--- src/rtl/game_pkg.sv ---
// game_pkg: shared encodings and constants for the rhythm-game sequencer.
package game_pkg;

  typedef enum logic [1:0] {
    ST_IDLE      = 2'd0,
    ST_COUNTDOWN = 2'd1,
    ST_PLAY      = 2'd2,
    ST_RESULT    = 2'd3
  } state_e;

  typedef enum logic [1:0] {
    JUDGE_MISS    = 2'b00,
    JUDGE_GOOD    = 2'b01,
    JUDGE_PERFECT = 2'b10
  } judge_e;

  localparam int PTS_PERFECT = 3;
  localparam int PTS_GOOD    = 1;

  localparam int unsigned DEF_BEEP_LIMIT = 25000;
  localparam int unsigned DEF_GO_LIMIT   = 12500;

endpackage

--- src/rtl/tick_down_counter.sv ---
// tick_down_counter: loadable down-counter stepped by the 1 ms tick.
module tick_down_counter #(
  parameter int W = 8
) (
  input  logic         clk,
  input  logic         rst,
  input  logic         load_i,
  input  logic [W-1:0] load_val_i,
  input  logic         tick_i,
  output logic         zero_o
);

  logic [W-1:0] cnt_q, cnt_d;

  always_comb begin
    cnt_d = cnt_q;
    if (load_i) begin
      cnt_d = load_val_i;
    end else if (tick_i && cnt_q != '0) begin
      cnt_d = cnt_q - W'(1);
    end
  end

  // Zero as it stands once this cycle's tick lands; a concurrent load is ignored.
  assign zero_o = (cnt_q == '0) || (tick_i && cnt_q == W'(1));

  always_ff @(posedge clk or negedge rst) begin
    if (!rst) cnt_q <= '0;
    else      cnt_q <= cnt_d;
  end

endmodule

--- src/rtl/game_flow_ctrl.sv ---
// game_flow_ctrl: game sequencer, score/combo keeper and piezo arbiter.
module game_flow_ctrl
  import game_pkg::*;
#(
  parameter int          COUNT_MS     = 1000,
  parameter int          COUNT_DIGITS = 3,
  parameter int          BEEP_MS      = 100,
  parameter int unsigned BEEP_LIMIT   = DEF_BEEP_LIMIT,
  parameter int unsigned GO_LIMIT     = DEF_GO_LIMIT,
  parameter int          SCORE_W      = 16
) (
  input  logic               clk,
  input  logic               rst,
  input  logic               i_tick,
  input  logic               i_start,
  input  logic               i_restart,
  input  logic               i_game_end,
  input  logic               i_judge_valid,
  input  logic [1:0]         i_judge,
  input  logic               i_judge_play_en,
  input  logic [31:0]        i_judge_cnt_limit,
  output logic [1:0]         o_state,
  output logic               o_timer_en,
  output logic               o_timer_clr,
  output logic [1:0]         o_count_digit,
  output logic [SCORE_W-1:0] o_score,
  output logic [SCORE_W-1:0] o_combo,
  output logic [SCORE_W-1:0] o_max_combo,
  output logic               o_play_en,
  output logic [31:0]        o_cnt_limit
);

  localparam int MS_W   = $clog2(COUNT_MS + 1);
  localparam int BEEP_W = $clog2(BEEP_MS + 1);
  localparam logic [SCORE_W-1:0] SAT = '1;

  state_e             state_q, state_d;
  logic [1:0]         digit_q, digit_d;
  logic [SCORE_W-1:0] score_q, score_d;
  logic [SCORE_W-1:0] combo_q, combo_d;
  logic [SCORE_W-1:0] maxc_q, maxc_d;
  logic               go_q, go_d;
  logic               ten_q, ten_d;
  logic               clr_q, clr_d;
  logic               play_q, play_d;
  logic [31:0]        lim_q, lim_d;

  logic               start_ev, beep_start, ms_load;
  logic               ms_zero, beep_zero, hit;
  logic [SCORE_W:0]   pts, sum;

  tick_down_counter #(.W(MS_W)) u_ms (
    .clk        (clk),
    .rst        (rst),
    .load_i     (ms_load),
    .load_val_i (MS_W'(COUNT_MS)),
    .tick_i     (i_tick),
    .zero_o     (ms_zero)
  );

  tick_down_counter #(.W(BEEP_W)) u_beep (
    .clk        (clk),
    .rst        (rst),
    .load_i     (beep_start),
    .load_val_i (BEEP_W'(BEEP_MS)),
    .tick_i     (i_tick),
    .zero_o     (beep_zero)
  );

  always_comb begin
    state_d    = state_q;
    digit_d    = digit_q;
    score_d    = score_q;
    combo_d    = combo_q;
    maxc_d     = maxc_q;
    go_d       = go_q;
    clr_d      = 1'b0;
    beep_start = 1'b0;
    ms_load    = 1'b0;
    hit        = 1'b0;
    pts        = '0;
    sum        = '0;
    start_ev   = (state_q == ST_IDLE) ? i_start : i_restart;

    if (start_ev) begin
      state_d    = ST_COUNTDOWN;
      digit_d    = 2'(COUNT_DIGITS);
      score_d    = '0;
      combo_d    = '0;
      maxc_d     = '0;
      go_d       = 1'b0;
      clr_d      = 1'b1;
      beep_start = 1'b1;
      ms_load    = 1'b1;
    end else begin
      case (state_q)
        ST_COUNTDOWN: begin
          if (i_tick && ms_zero) begin
            ms_load    = 1'b1;
            beep_start = 1'b1;
            if (digit_q > 2'd1) begin
              digit_d = digit_q - 2'd1;
            end else begin
              state_d = ST_PLAY;
              digit_d = 2'd0;
              go_d    = 1'b1;
            end
          end
        end
        ST_PLAY: begin
          if (i_judge_valid) begin
            unique case (1'b1)
              (i_judge == JUDGE_PERFECT): begin
                pts = (SCORE_W+1)'(PTS_PERFECT);
                hit = 1'b1;
              end
              (i_judge == JUDGE_GOOD): begin
                pts = (SCORE_W+1)'(PTS_GOOD);
                hit = 1'b1;
              end
              (i_judge == JUDGE_MISS): combo_d = '0;
              default: ;
            endcase
          end
          if (hit) begin
            sum     = {1'b0, score_q} + pts;
            score_d = sum[SCORE_W] ? SAT : sum[SCORE_W-1:0];
            combo_d = (combo_q == SAT) ? SAT : combo_q + SCORE_W'(1);
          end
          if (combo_d > maxc_q) maxc_d = combo_d;
          if (i_game_end) state_d = ST_RESULT;
        end
        default: ;
      endcase
    end
  end

  // Beeps own the piezo; hit sounds only reach it in PLAY with no beep running.
  always_comb begin
    ten_d  = (state_d == ST_PLAY);
    play_d = 1'b0;
    lim_d  = '0;
    if (beep_start || !beep_zero) begin
      play_d = 1'b1;
      lim_d  = go_d ? 32'(GO_LIMIT) : 32'(BEEP_LIMIT);
    end else if (state_d == ST_PLAY) begin
      play_d = i_judge_play_en;
      lim_d  = i_judge_cnt_limit;
    end
  end

  always_ff @(posedge clk or negedge rst) begin
    if (!rst) begin
      state_q <= ST_IDLE;
      digit_q <= '0;
      score_q <= '0;
      combo_q <= '0;
      maxc_q  <= '0;
      go_q    <= 1'b0;
      ten_q   <= 1'b0;
      clr_q   <= 1'b0;
      play_q  <= 1'b0;
      lim_q   <= '0;
    end else begin
      state_q <= state_d;
      digit_q <= digit_d;
      score_q <= score_d;
      combo_q <= combo_d;
      maxc_q  <= maxc_d;
      go_q    <= go_d;
      ten_q   <= ten_d;
      clr_q   <= clr_d;
      play_q  <= play_d;
      lim_q   <= lim_d;
    end
  end

  assign o_state       = state_q;
  assign o_count_digit = digit_q;
  assign o_score       = score_q;
  assign o_combo       = combo_q;
  assign o_max_combo   = maxc_q;
  assign o_timer_en    = ten_q;
  assign o_timer_clr   = clr_q;
  assign o_play_en     = play_q;
  assign o_cnt_limit   = lim_q;

endmodule

--- config.mk ---
export PLATFORM = sky130hd
export DESIGN_NAME = game_flow_ctrl
export DESIGN_NICKNAME = d
export VERILOG_FILES = /design/src/rtl/game_pkg.sv /design/src/rtl/tick_down_counter.sv /design/src/rtl/game_flow_ctrl.sv
export SDC_FILE = /design/constraint.sdc
export NUM_CORES = 1
export LEC_CHECK = 0
export BUFFER_PORTS_ARGS = -buffer_cell sky130_fd_sc_hd__buf_2
export CORE_ASPECT_RATIO = 0.8
export CORE_MARGIN = 1
export CORE_UTILIZATION = 45
export CTS_BUF_LIST = sky130_fd_sc_hd__clkbuf_4 sky130_fd_sc_hd__clkbuf_8
export CTS_CLUSTER_DIAMETER = 40
export DETAILED_ROUTE_END_ITERATION = 7
export GPL_TIMING_DRIVEN = 0
export PLACE_DENSITY_LB_ADDON = 0.25
export RECOVER_POWER = 25
export SKIP_CTS_REPAIR_TIMING = 1
export SLEW_MARGIN = 20
export SYNTH_ARGS = -nofsm -noshare
export SYNTH_HDL_FRONTEND = slang
export SYNTH_SLANG_ARGS = --single-unit
--- constraint.sdc ---
create_clock -name clk -period 7.1 [get_ports clk]
set_input_delay 0.71 -clock clk [delete_from_list [all_inputs] [get_ports clk]]
set_output_delay 0.71 -clock clk [all_outputs]
set_load 0.02 [all_outputs]
==> insert_results.sql, run 1 <==
INSERT INTO impl_metrics (metric_group, metric, value, unit) VALUES
('status', 'outcome', 'complete, but fails checks', ''),
('status', 'failing_checks', 'max-capacitance violations, max-slew violations', ''),
('cells_and_area', 'final_common_cell', 'buf_2', ''),
('cells_and_area', 'stdcell_count', '941', ''),
('clocking', 'clk_path_buf_depth', '2', ''),
('cells_and_area', 'layout.nets', '835', ''),
('die', 'rows', '37', ''),
('global_route', 'grt_overflow_total', '0', ''),
('power', 'pleak', '3.36', 'nW'),
('clocking', 'cts_tree', 'built', ''),
('timing', 'final.setup.tns', '0', 'ns'),
('hold_path', 'min_path_type', 'reg2reg', ''),
('global_route', 'maximum_number_of_pins_on_one_net_before_global_route_repair', '82', ''),
('logic_synthesis', 'yosysWarnings', '0', ''),
('clocking', 'clock_tree.htree_level_count', '3', ''),
('logic_synthesis', 'synth_cell_types', '62', ''),
('run', 'max_cap_violations', '1', ''),
('clocking', 'cts_buffers', '9', ''),
('logic_synthesis', 'synth-seq-area-share', '0.444', ''),
('worst_setup_path', 'cp-endpoint', 'o_max_combo[6]', ''),
('logic_synthesis', 'synth_seq_cells', '105', ''),
('power', 'totalPowerFinal', '1.26', 'mW'),
('power', 'power_density', '180', 'nW/µm²'),
('die', 'die_h', '105', 'µm'),
('cells_and_area', 'final_design_area_no_fill', '7010', 'µm²'),
('detailed_routing', 'vias_per_cell', '5.45', ''),
('logic_synthesis', 'async_reset_ff_frac', '1.00', ''),
('detailed_routing', 'ant_nets', '0', ''),
('placed_design', 'numPlacedInstances', '925', ''),
('worst_setup_path', 'r2r_cells', '15', ''),
('die', 'placeableCoreArea', '12800', 'µm²'),
('worst_setup_path', 'critical_path_arrival', '4.56', 'ns'),
('placed_design', 'place_ws', '2.50', 'ns'),
('die', 'i_o_pins', '129', ''),
('placed_design', 'portBuffers', '128', ''),
('detailed_routing', 'route.vias.total', '5126', ''),
('timing', 'hold_ws', '0.514', 'ns'),
('detailed_routing', 'mean_routed_wirelength_per_cell', '16.5', 'µm'),
('logic_synthesis', 'synth_fp_nets', '695', ''),
('worst_setup_path', 'worst_setup_path_startpoint', 'i_judge[0]', ''),
('cells_and_area', 'fin_util', '0.547', ''),
('worst_setup_path', 'crit_required', '7.41', 'ns'),
('worst_setup_path', 'critPathKind', 'in2reg', ''),
('cells_and_area', 'antenna-diode-count', '0', ''),
('logic_synthesis', 'synthesis.instances', '621', ''),
('cells_and_area', 'flow.area_growth_from_synthesis', '18.5', '%'),
('placed_design', 'sum_of_net_half_perimeters_after_detailed_placement', '11800', 'µm'),
('hold_path', 'holdPathStages', '2', ''),
('worst_setup_path', 'crit_path_end_kind', 'flop', ''),
('detailed_routing', 'route.final.wire_length', '15500', 'µm'),
('power', 'vdd_ir_drop_max', '0.134', 'mV'),
('timing', 'setup-violations-final', '0', ''),
('timing', 'worst_slew_pin_slew', '1.51', 'ns'),
('die', 'die_width', '130', 'µm'),
('die', 'floorplan.initialDensity', '0.462', ''),
('die', 'fp.dieArea', '13600', 'µm²'),
('timing', 'drv_slew', '24', ''),
('cells_and_area', 'post_route_cells_drive_above_1_share', '0.245', ''),
('global_route', 'track_usage', '0.239', ''),
('placed_design', 'place_congestion', '0.918', ''),
('global_route', 'first_global_vias', '4952', ''),
('logic_synthesis', 'mappedNetlistArea', '5920', 'µm²'),
('global_route', 'number_of_antenna_violations_at_the_first_check_in_global_routing', '0', ''),
('detailed_routing', 'drc', '0', ''),
('detailed_routing', 'drt_first_iter_violations', '401', ''),
('timing', 'timing.fmax', '235', 'MHz'),
('timing', 'worst_slack', '2.84', 'ns'),
('worst_setup_path', 'critPathLaunchType', 'primary input', ''),
('timing', 'slew_headroom', '-0.00431', ''),
('timing', 'rsz0062_at_grt', 'false', ''),
('worst_setup_path', 'r2r-start', 'o_combo[0]', '');
per-layer routing:
| layer | part of all wire | track usage | vias up |
|---|---|---|---|
| met4 | 0.0093 | 0.0631 | 0 |
| met2 | 0.45 | 0.360 | 165 |
| li1 | - | - | 2477 |
| met3 | 0.062 | 0.0548 | 16 |
| met5 | 0 | 0 | - |
| met1 | 0.48 | 0.345 | 2468 |
worst min-delay path by stage:
stage | from | endpoint | slack, ns
global route | i_judge_cnt_limit[6] | o_cnt_limit[6] | 0.51
detailed placement | go_q | go_q | 0.50
finish | go_q | go_q | 0.51
CTS | rst | o_max_combo[13] | 0.18
global placement | o_score[5] | o_score[5] | 0.49
floorplan | rst | go_q | 0.41
logic make-up after synthesis:
group,Yosys count,share of synthesized area
simple gates,248,0.231
compound gates,118,0.135
flops,105,0.444
buf+inv,75,0.0516
fa+ha+maj,32,0.0689
mux,28,0.0474
xor+xnor,15,0.0222
power breakdown:
| part | switching, mW | total, mW | internal [mW] |
|---|---|---|---|
| clock network | 0.226 | 0.396 | 0.170 |
| registers | 0.0273 | 0.649 | 0.622 |
| logic | 0.143 | 0.216 | 0.0736 |
| total | 0.396 | 1.26 | 0.866 |
area by class of cell:
type,count,area (µm²),area share
clock buffers,9,124,0.0177
multi-input cells,441,2990,0.426
clock inverters,7,85.1,0.0121
inverters,46,173,0.0246
well taps,175,219,0.0312
repair buffers,129,667,0.0951
plain buffers,29,133,0.0189
flip-flops and latches,105,2630,0.375
state kept, by name, indices dropped and copies added (netlist names):
signal	cells
o_play_en	1
o_cnt_limit	32
u_beep.cnt_q	7
o_timer_clr	1
o_score	16
go_q	1
o_timer_en	1
o_state	2
u_ms.cnt_q	10
o_count_digit	2
o_max_combo	16
o_combo	16
worst max-delay path: stages:
cell and delay, ns:
buf_2 0.07, inv_1 0.04, ha_1 0.43, nand2_1 0.16
inv_1 0.24, nand3_1 0.18, o311a_1 0.38, nor2_1 0.23
inv_1 0.08, ha_1 0.30, nand4_1 0.13, nor4_1 0.38
a21boi_0 0.24, o311a_1 0.16, buf_2 0.22, buf_2 0.36
mux2i_1 0.23
Yosys cell counts (18+ instances only):
library cell,number,area share
nand2_1,54,0.034
mux2i_1,28,0.047
ha_1,31,0.066
o21ai_0,27,0.023
and2_2,22,0.028
nand4_1,18,0.019
dfrtp_1,105,0.44
nand3_1,24,0.020
a21oi_1,24,0.020
nor2_1,49,0.031
inv_1,45,0.029
clkbuf_1,20,0.013
Note: power is estimated with default switching activity, not from simulation.
==> run 2: changes to the inputs <==
- clock period: 7.1 -> 3.86 ns (I/O delays scaled with it)
==> insert_results.sql, run 2 (synthesized netlist as in run 1, its figures left out) <==
INSERT INTO impl_metrics (metric_group, metric, value, unit) VALUES
('detailed_routing', 'drt_first_iter_violations', '379', ''),
('global_route', 'number_of_antenna_violations_at_the_first_check_in_global_routing', '0', ''),
('timing', 'timing.fmax', '273', 'MHz'),
('timing', 'hold_viol', '0', ''),
('cells_and_area', 'flow.area_growth_from_synthesis', '19.6', '%'),
('clocking', 'clk_pin_slew', '0.11', 'ns'),
('timing', 'layout_worst_path_cycle_share', '0.950', ''),
('timing', 'drv_slew', '0', ''),
('detailed_routing', 'ant_nets', '0', ''),
('run', 'max_cap_violations', '0', ''),
('clocking', 'cts_tree', 'built', ''),
('worst_setup_path', 'critical-path-top-cell-by-count', 'o311a_1', ''),
('timing', 'slew_headroom', '0.0723', ''),
('hold_path', 'min_path_type', 'in2reg', ''),
('global_route', 'track_usage', '0.239', ''),
('clocking', 'cts_num_sinks', '105', ''),
('timing', 'layout_min_cycle_time', '3.67', 'ns'),
('clocking', 'cts_buffers', '9', ''),
('die', 'floorplan.initialDensity', '0.462', ''),
('worst_setup_path', 'path_cells', 'ha_2 -> and3_1 -> clkbuf_1 -> and4_1 -> o311a_1 -> nor2_2 -> inv_1 -> ha_1 -> nand4_1 -> nor2_1 -> a221o_1 -> o311a_1 -> clkbuf_4 -> buf_8 -> mux2i_1', ''),
('clocking', 'clockRootBuffer', 'clkbuf_8', ''),
('cells_and_area', 'post_route_cells_drive_above_1_share', '0.264', ''),
('clocking', 'clock_tree.htree_level_count', '3', ''),
('power', 'vdd_ir_drop_max', '0.246', 'mV'),
('timing', 'setup-violations-final', '0', ''),
('worst_setup_path', 'cp-endpoint', 'o_max_combo[11]', ''),
('power', 'totalPowerFinal', '2.32', 'mW'),
('timing', 'worst_clock_skew', '0.0125', 'ns'),
('worst_setup_path', 'worst_setup_path_startpoint', 'o_combo[0]', ''),
('detailed_routing', 'drc', '0', ''),
('placed_design', 'portBuffers', '128', ''),
('cells_and_area', 'count_of_fill_cells_added_during_filler_insertion', '1182', ''),
('status', 'outcome', 'finished, final reports clean', ''),
('power', 'pleak', '3.36', 'nW'),
('placed_design', 'place_congestion', '0.918', ''),
('detailed_routing', 'vias_per_cell', '5.48', ''),
('die', 'fp.dieArea', '13600', 'µm²'),
('die', 'placeableCoreArea', '12800', 'µm²'),
('clocking', 'clk_lat_worst_skew', '0.38', 'ns'),
('worst_setup_path', 'crit_required', '4.12', 'ns'),
('placed_design', 'placement.cell_area', '6810', 'µm²'),
('detailed_routing', 'initial_drt_pass_iterations', '5', ''),
('detailed_routing', 'route.vias.total', '5157', ''),
('die', 'die_width', '130', 'µm'),
('detailed_routing', 'mean_routed_wirelength_per_cell', '16.6', 'µm'),
('global_route', 'grt_overflow_total', '0', ''),
('cells_and_area', 'highest_count_cells_in_the_layout_ignoring_fill_and_taps', '129 x buf_2, 103 x dfrtp_1, 54 x nand2_1, 48 x nor2_1, 45 x inv_1', ''),
('cells_and_area', 'layout.area.seq', '2630', 'µm²'),
('timing', 'worst_slew_pin_slew', '1.39', 'ns'),
('power', 'power_density', '328', 'nW/µm²'),
('worst_setup_path', 'critPathMaxFanout', '10', ''),
('die', 'i_o_pins', '129', ''),
('cells_and_area', 'stdcell_count', '941', ''),
('cells_and_area', 'largest_register_ffs', '32', ''),
('placed_design', 'place_ws', '-0.421', 'ns'),
('worst_setup_path', 'cp_slowest_cell', 'dfrtp_2', ''),
('worst_setup_path', 'critPathMaxStageDelay', '0.47', 'ns'),
('worst_setup_path', 'critical_path_arrival', '3.93', 'ns'),
('cells_and_area', 'final_common_cell', 'buf_2', ''),
('worst_setup_path', 'r2r_cells', '15', ''),
('timing', 'worst_slack', '0.194', 'ns'),
('timing', 'rsz0062_at_grt', 'false', ''),
('die', 'rows', '37', ''),
('worst_setup_path', 'worst_reg2reg_endpoint', 'o_max_combo[11]', ''),
('placed_design', 'numPlacedInstances', '925', ''),
('cells_and_area', 'fin_util', '0.552', ''),
('placed_design', 'sum_of_net_half_perimeters_after_detailed_placement', '11800', 'µm'),
('worst_setup_path', 'r2r-start', 'o_combo[0]', ''),
('detailed_routing', 'route.final.wire_length', '15600', 'µm'),
('cells_and_area', 'final_design_area_no_fill', '7080', 'µm²'),
('worst_setup_path', 'crit_path_end_kind', 'flop', ''),
('hold_path', 'holdPathStages', '2', ''),
('cells_and_area', 'antenna-diode-count', '0', ''),
('global_route', 'wire_length_of_the_first_global_routing_pass', '25200', 'µm'),
('worst_setup_path', 'rrSetupSlack', '0.19', 'ns'),
('clocking', 'clk_path_buf_depth', '2', ''),
('global_route', 'maximum_number_of_pins_on_one_net_before_global_route_repair', '82', ''),
('cells_and_area', 'layout.nets', '835', ''),
('worst_setup_path', 'critPathKind', 'reg2reg', ''),
('global_route', 'first_global_vias', '4952', ''),
('die', 'die_h', '105', 'µm'),
('cells_and_area', 'multi_input_area', '3050', 'µm²'),
('worst_setup_path', 'critPathLaunchType', 'flop', '');
[run 2: report_power, final]
part           total (mW)  switching (mW)  internal, mW
Sequential           1.19          0.0503          1.14
Combinational       0.397           0.263         0.134
Clock               0.730           0.417         0.313
Total                2.32           0.730          1.59
[run 2: stage by stage]
step,hold WS (ns),TNS [ns]
2_1_floorplan,0.0904,0
6_report,0.209,0
4_1_cts,-0.145,-1.77
5_1_grt,0.190,0
3_3_place_gp,0.492,-3.87
3_5_place_dp,0.269,-4.20
[run 2: worst min-delay path by stage]
stage	to	startpoint	slack [ns]
2_1_floorplan	go_q	rst	0.09
3_3_place_gp	o_score[5]	o_score[5]	0.49
3_5_place_dp	o_cnt_limit[5]	rst	0.27
4_1_cts	o_max_combo[13]	rst	-0.14
5_1_grt	o_cnt_limit[6]	i_judge_cnt_limit[6]	0.19
6_report	o_cnt_limit[12]	i_judge_cnt_limit[12]	0.21
[run 2: critical path, delay by kind of cell, from the launching register on]
kind / cells / cell delay [ns]
fa+ha+maj: 2 / 0.53
buf+inv: 4 / 0.61
flops: 1 / 0.47
mux: 1 / 0.11
compound gates: 3 / 1.00
simple gates: 5 / 0.80
[run 2: area by class of cell]
cell class	instances	area share
Multi-Input combinational cell	441	0.430
Tap cell	175	0.0309
Timing Repair Buffer	131	0.0938
Clock inverter	7	0.0120
Clock buffer	9	0.0175
Sequential cell	105	0.372
Inverter	46	0.0244
Buffer	27	0.0196
[run 2: layer usage]
metal,vias up,GRT usage,share of wire
li1,2479,-,-
met5,-,0,0
met2,178,0.360,0.45
met3,19,0.0548,0.063
met1,2481,0.345,0.47
met4,0,0.0631,0.011
==> run 3: changes to the inputs <==
- ABC_AREA: default -> 1
- CTS_CLUSTER_SIZE: default -> 10
==> insert_results.sql, run 3 <==
INSERT INTO impl_metrics (metric_group, metric, value, unit) VALUES
('status', 'outcome', 'complete, but fails checks', ''),
('status', 'failing_checks', 'max-capacitance violations, max-slew violations', ''),
('hold_path', 'min-delay-start', 'i_judge_cnt_limit[0]', ''),
('logic_synthesis', 'netlist.top_cell.by_area', 'dfrtp_1', ''),
('timing', 'hold_ws', '0.215', 'ns'),
('placed_design', 'numPlacedInstances', '1108', ''),
('detailed_routing', 'drt_first_iter_violations', '432', ''),
('detailed_routing', 'vias_per_cell', '5.05', ''),
('timing', 'worst_clock_skew', '0.0121', 'ns'),
('timing', 'setup-violations-final', '0', ''),
('clocking', 'clk_lat_worst_skew', '0.38', 'ns'),
('logic_synthesis', 'synth-seq-area-share', '0.424', ''),
('timing', 'layout_min_cycle_time', '3.44', 'ns'),
('timing', 'final.setup.tns', '0', 'ns'),
('run', 'max_cap_violations', '1', ''),
('timing', 'worst_slew_pin_slew', '1.64', 'ns'),
('worst_setup_path', 'worst_setup_path_startpoint', 'o_combo[1]', ''),
('global_route', 'grt_overflow_total', '0', ''),
('die', 'die_width', '133', 'µm'),
('die', 'placeableCoreArea', '13100', 'µm²'),
('logic_synthesis', 'synth_fp_nets', '878', ''),
('clocking', 'clockRootBuffer', 'clkbuf_8', ''),
('logic_synthesis', 'mappedNetlistArea', '6200', 'µm²'),
('timing', 'layout_worst_path_cycle_share', '0.892', ''),
('cells_and_area', 'count_of_fill_cells_added_during_filler_insertion', '1322', ''),
('logic_synthesis', 'mean_instance_size_in_the_synthesized_netlist', '7.71', 'µm²'),
('cells_and_area', 'largest_register_ffs', '32', ''),
('power', 'vdd_ir_drop_max', '0.259', 'mV'),
('global_route', 'maximum_number_of_pins_on_one_net_before_global_route_repair', '77', ''),
('logic_synthesis', 'synth.most_common_cell', 'nand2_1', ''),
('worst_setup_path', 'critPathKind', 'reg2reg', ''),
('global_route', 'track_usage', '0.234', ''),
('detailed_routing', 'ant_nets', '0', ''),
('global_route', 'number_of_antenna_violations_at_the_first_check_in_global_routing', '0', ''),
('worst_setup_path', 'critical_path_arrival', '3.76', 'ns'),
('logic_synthesis', 'yosysWarnings', '0', ''),
('clocking', 'clock_tree.htree_level_count', '3', ''),
('logic_synthesis', 'synth_cell_types', '47', ''),
('die', 'rows', '37', ''),
('detailed_routing', 'route.final.wire_length', '15900', 'µm'),
('cells_and_area', 'layout.nets', '1019', ''),
('cells_and_area', 'post_route_cells_drive_above_1_share', '0.219', ''),
('die', 'fp.dieArea', '14200', 'µm²'),
('die', 'i_o_pins', '129', ''),
('worst_setup_path', 'critPathLaunchType', 'flop', ''),
('hold_path', 'min_path_type', 'in2reg', ''),
('worst_setup_path', 'crit_path_end_kind', 'flop', ''),
('clocking', 'clk_path_buf_depth', '2', ''),
('die', 'die_h', '107', 'µm'),
('worst_setup_path', 'crit_required', '4.18', 'ns'),
('timing', 'hold_viol', '0', ''),
('detailed_routing', 'initial_drt_pass_iterations', '5', ''),
('timing', 'timing.fmax', '290', 'MHz'),
('placed_design', 'place_congestion', '0.890', ''),
('placed_design', 'portBuffers', '128', ''),
('timing', 'rsz0062_at_grt', 'false', ''),
('global_route', 'first_global_vias', '5283', ''),
('clocking', 'cts_buffers', '9', ''),
('cells_and_area', 'flow.area_growth_from_synthesis', '17.7', '%'),
('clocking', 'cts_num_sinks', '105', ''),
('die', 'floorplan.initialDensity', '0.471', ''),
('logic_synthesis', 'synth_seq_cells', '105', ''),
('cells_and_area', 'antenna-diode-count', '0', ''),
('timing', 'slew_headroom', '-0.0956', ''),
('logic_synthesis', 'dominantRegCellSynth', 'dfrtp_1', ''),
('timing', 'drv_slew', '31', ''),
('cells_and_area', 'highest_count_cells_in_the_layout_ignoring_fill_and_taps', '219 x nand2_1, 134 x buf_2, 107 x inv_1, 105 x dfrtp_1, 68 x nand3_1', ''),
('power', 'power_density', '432', 'nW/µm²'),
('logic_synthesis', 'synthesis.instances', '804', ''),
('logic_synthesis', 'ys_top_cells_by_area', 'dfrtp_1 42%, nand2_1 13%, inv_1 6.5%', ''),
('global_route', 'wire_length_of_the_first_global_routing_pass', '26500', 'µm'),
('cells_and_area', 'stdcell_count', '1125', ''),
('detailed_routing', 'route.vias.total', '5684', ''),
('clocking', 'cts_tree', 'built', ''),
('detailed_routing', 'mean_routed_wirelength_per_cell', '14.1', 'µm'),
('power', 'totalPowerFinal', '3.15', 'mW'),
('logic_synthesis', 'synthTopCellsByCount', '219 x nand2_1, 107 x inv_1, 105 x dfrtp_1, 68 x nand3_1, 67 x o21ai_0', ''),
('logic_synthesis', 'yosys.area.top_type_share', '0.424', ''),
('logic_synthesis', 'async_reset_ff_frac', '1.00', ''),
('worst_setup_path', 'r2r-start', 'o_combo[1]', ''),
('power', 'pleak', '3.70', 'nW'),
('detailed_routing', 'drc', '0', ''),
('cells_and_area', 'final_common_cell', 'nand2_1', ''),
('placed_design', 'sum_of_net_half_perimeters_after_detailed_placement', '11900', 'µm'),
('logic_synthesis', 'synth-edff-count', '0', ''),
('worst_setup_path', 'critPathMaxFanout', '10', ''),
('clocking', 'clk_pin_slew', '0.11', 'ns');
==> run 3: changes by cell type after synthesis, moves of 14 or more <==
cell,change
and2_2,-22
and3_1,-17
clkbuf_1,-14
inv_1,+62
mux2i_1,-28
nand2_1,+165
nand3_1,+44
nor2_2,+28
o21ai_0,+40
==> run 3: final cells by class <==
| type | count | area [µm²] | area share |
|---|---|---|---|
| multi-input cells | 565 | 3010 | 0.413 |
| inverters | 112 | 428 | 0.0587 |
| well taps | 175 | 219 | 0.0300 |
| clock buffers | 9 | 124 | 0.0170 |
| plain buffers | 22 | 129 | 0.0177 |
| repair buffers | 130 | 657 | 0.0901 |
| flip-flops and latches | 105 | 2630 | 0.360 |
| clock inverters | 7 | 97.6 | 0.0134 |
==> run 3: per-stage QoR <==
stage                     area, µm²  worst slack, ns  utilization
after floorplan                6200            0.972            -
after global placement         7060            0.283        0.537
after detailed placement       7090            0.232        0.539
after CTS                      7310            0.483        0.556
after global routing           7290           0.0323        0.555
final                          7290            0.415        0.555
==> run 3: routing by layer <==
layer  up-vias  wire, µm  track usage
li1       2850         -            -
met1      2610      7680        0.342
met2       213      6760        0.351
met3        11      1320       0.0605
met4         0       109       0.0455
met5         -         0            0
==> run 3: report_power, final <==
part | switching, mW | total [mW] | internal, mW
registers | 0.128 | 1.34 | 1.22
logic | 0.712 | 1.06 | 0.346
clock network | 0.433 | 0.753 | 0.319
total | 1.27 | 3.15 | 1.88
==> run 3: cell families (layout without fill, tap and decap cells) <==
| logic type | Yosys count | in the layout | share of synthesized area |
|---|---|---|---|
| buffers and inverters | 134 | 280 | 0.0898 |
| DFF | 105 | 105 | 0.424 |
| xor gates and xnor gates | 16 | 16 | 0.0226 |
| and+or+nand+nor | 418 | 418 | 0.309 |
| AOI/OAI and AO/OA | 99 | 99 | 0.0884 |
| adders and majority gates | 32 | 32 | 0.0658 |
==> run 3: path summary, 6_finish.rpt <==
check	to	slack (ns)	cells past startpoint
setup / recovery	o_max_combo[5]	0.42	22
hold / removal	o_cnt_limit[0]	0.22	3
setup reg to reg	o_max_combo[5]	0.42	22
hold reg to reg	o_max_combo[8]	0.53	2
max in group asynchronous	o_cnt_limit[25]	1.00	3
min in group asynchronous	o_score[2]	0.95	2
==> run 3: worst max-delay path, cell delays in order, from the launching register on <==
cell	delay (ns)
dfrtp_1	0.47
ha_1	0.32
nand2_1	0.08
nor2_1	0.17
nand2_1	0.13
inv_2	0.08
nand3_2	0.17
buf_6	0.22
nand3_1	0.08
nand2_1	0.11
inv_1	0.10
ha_1	0.24
nand2_1	0.07
inv_1	0.03
nor2_1	0.07
o21a_1	0.12
nand2_1	0.05
nand2_1	0.05
nand2_1	0.04
nand2_1	0.16
clkbuf_1	0.40
nand3_1	0.12
nand2_1	0.09
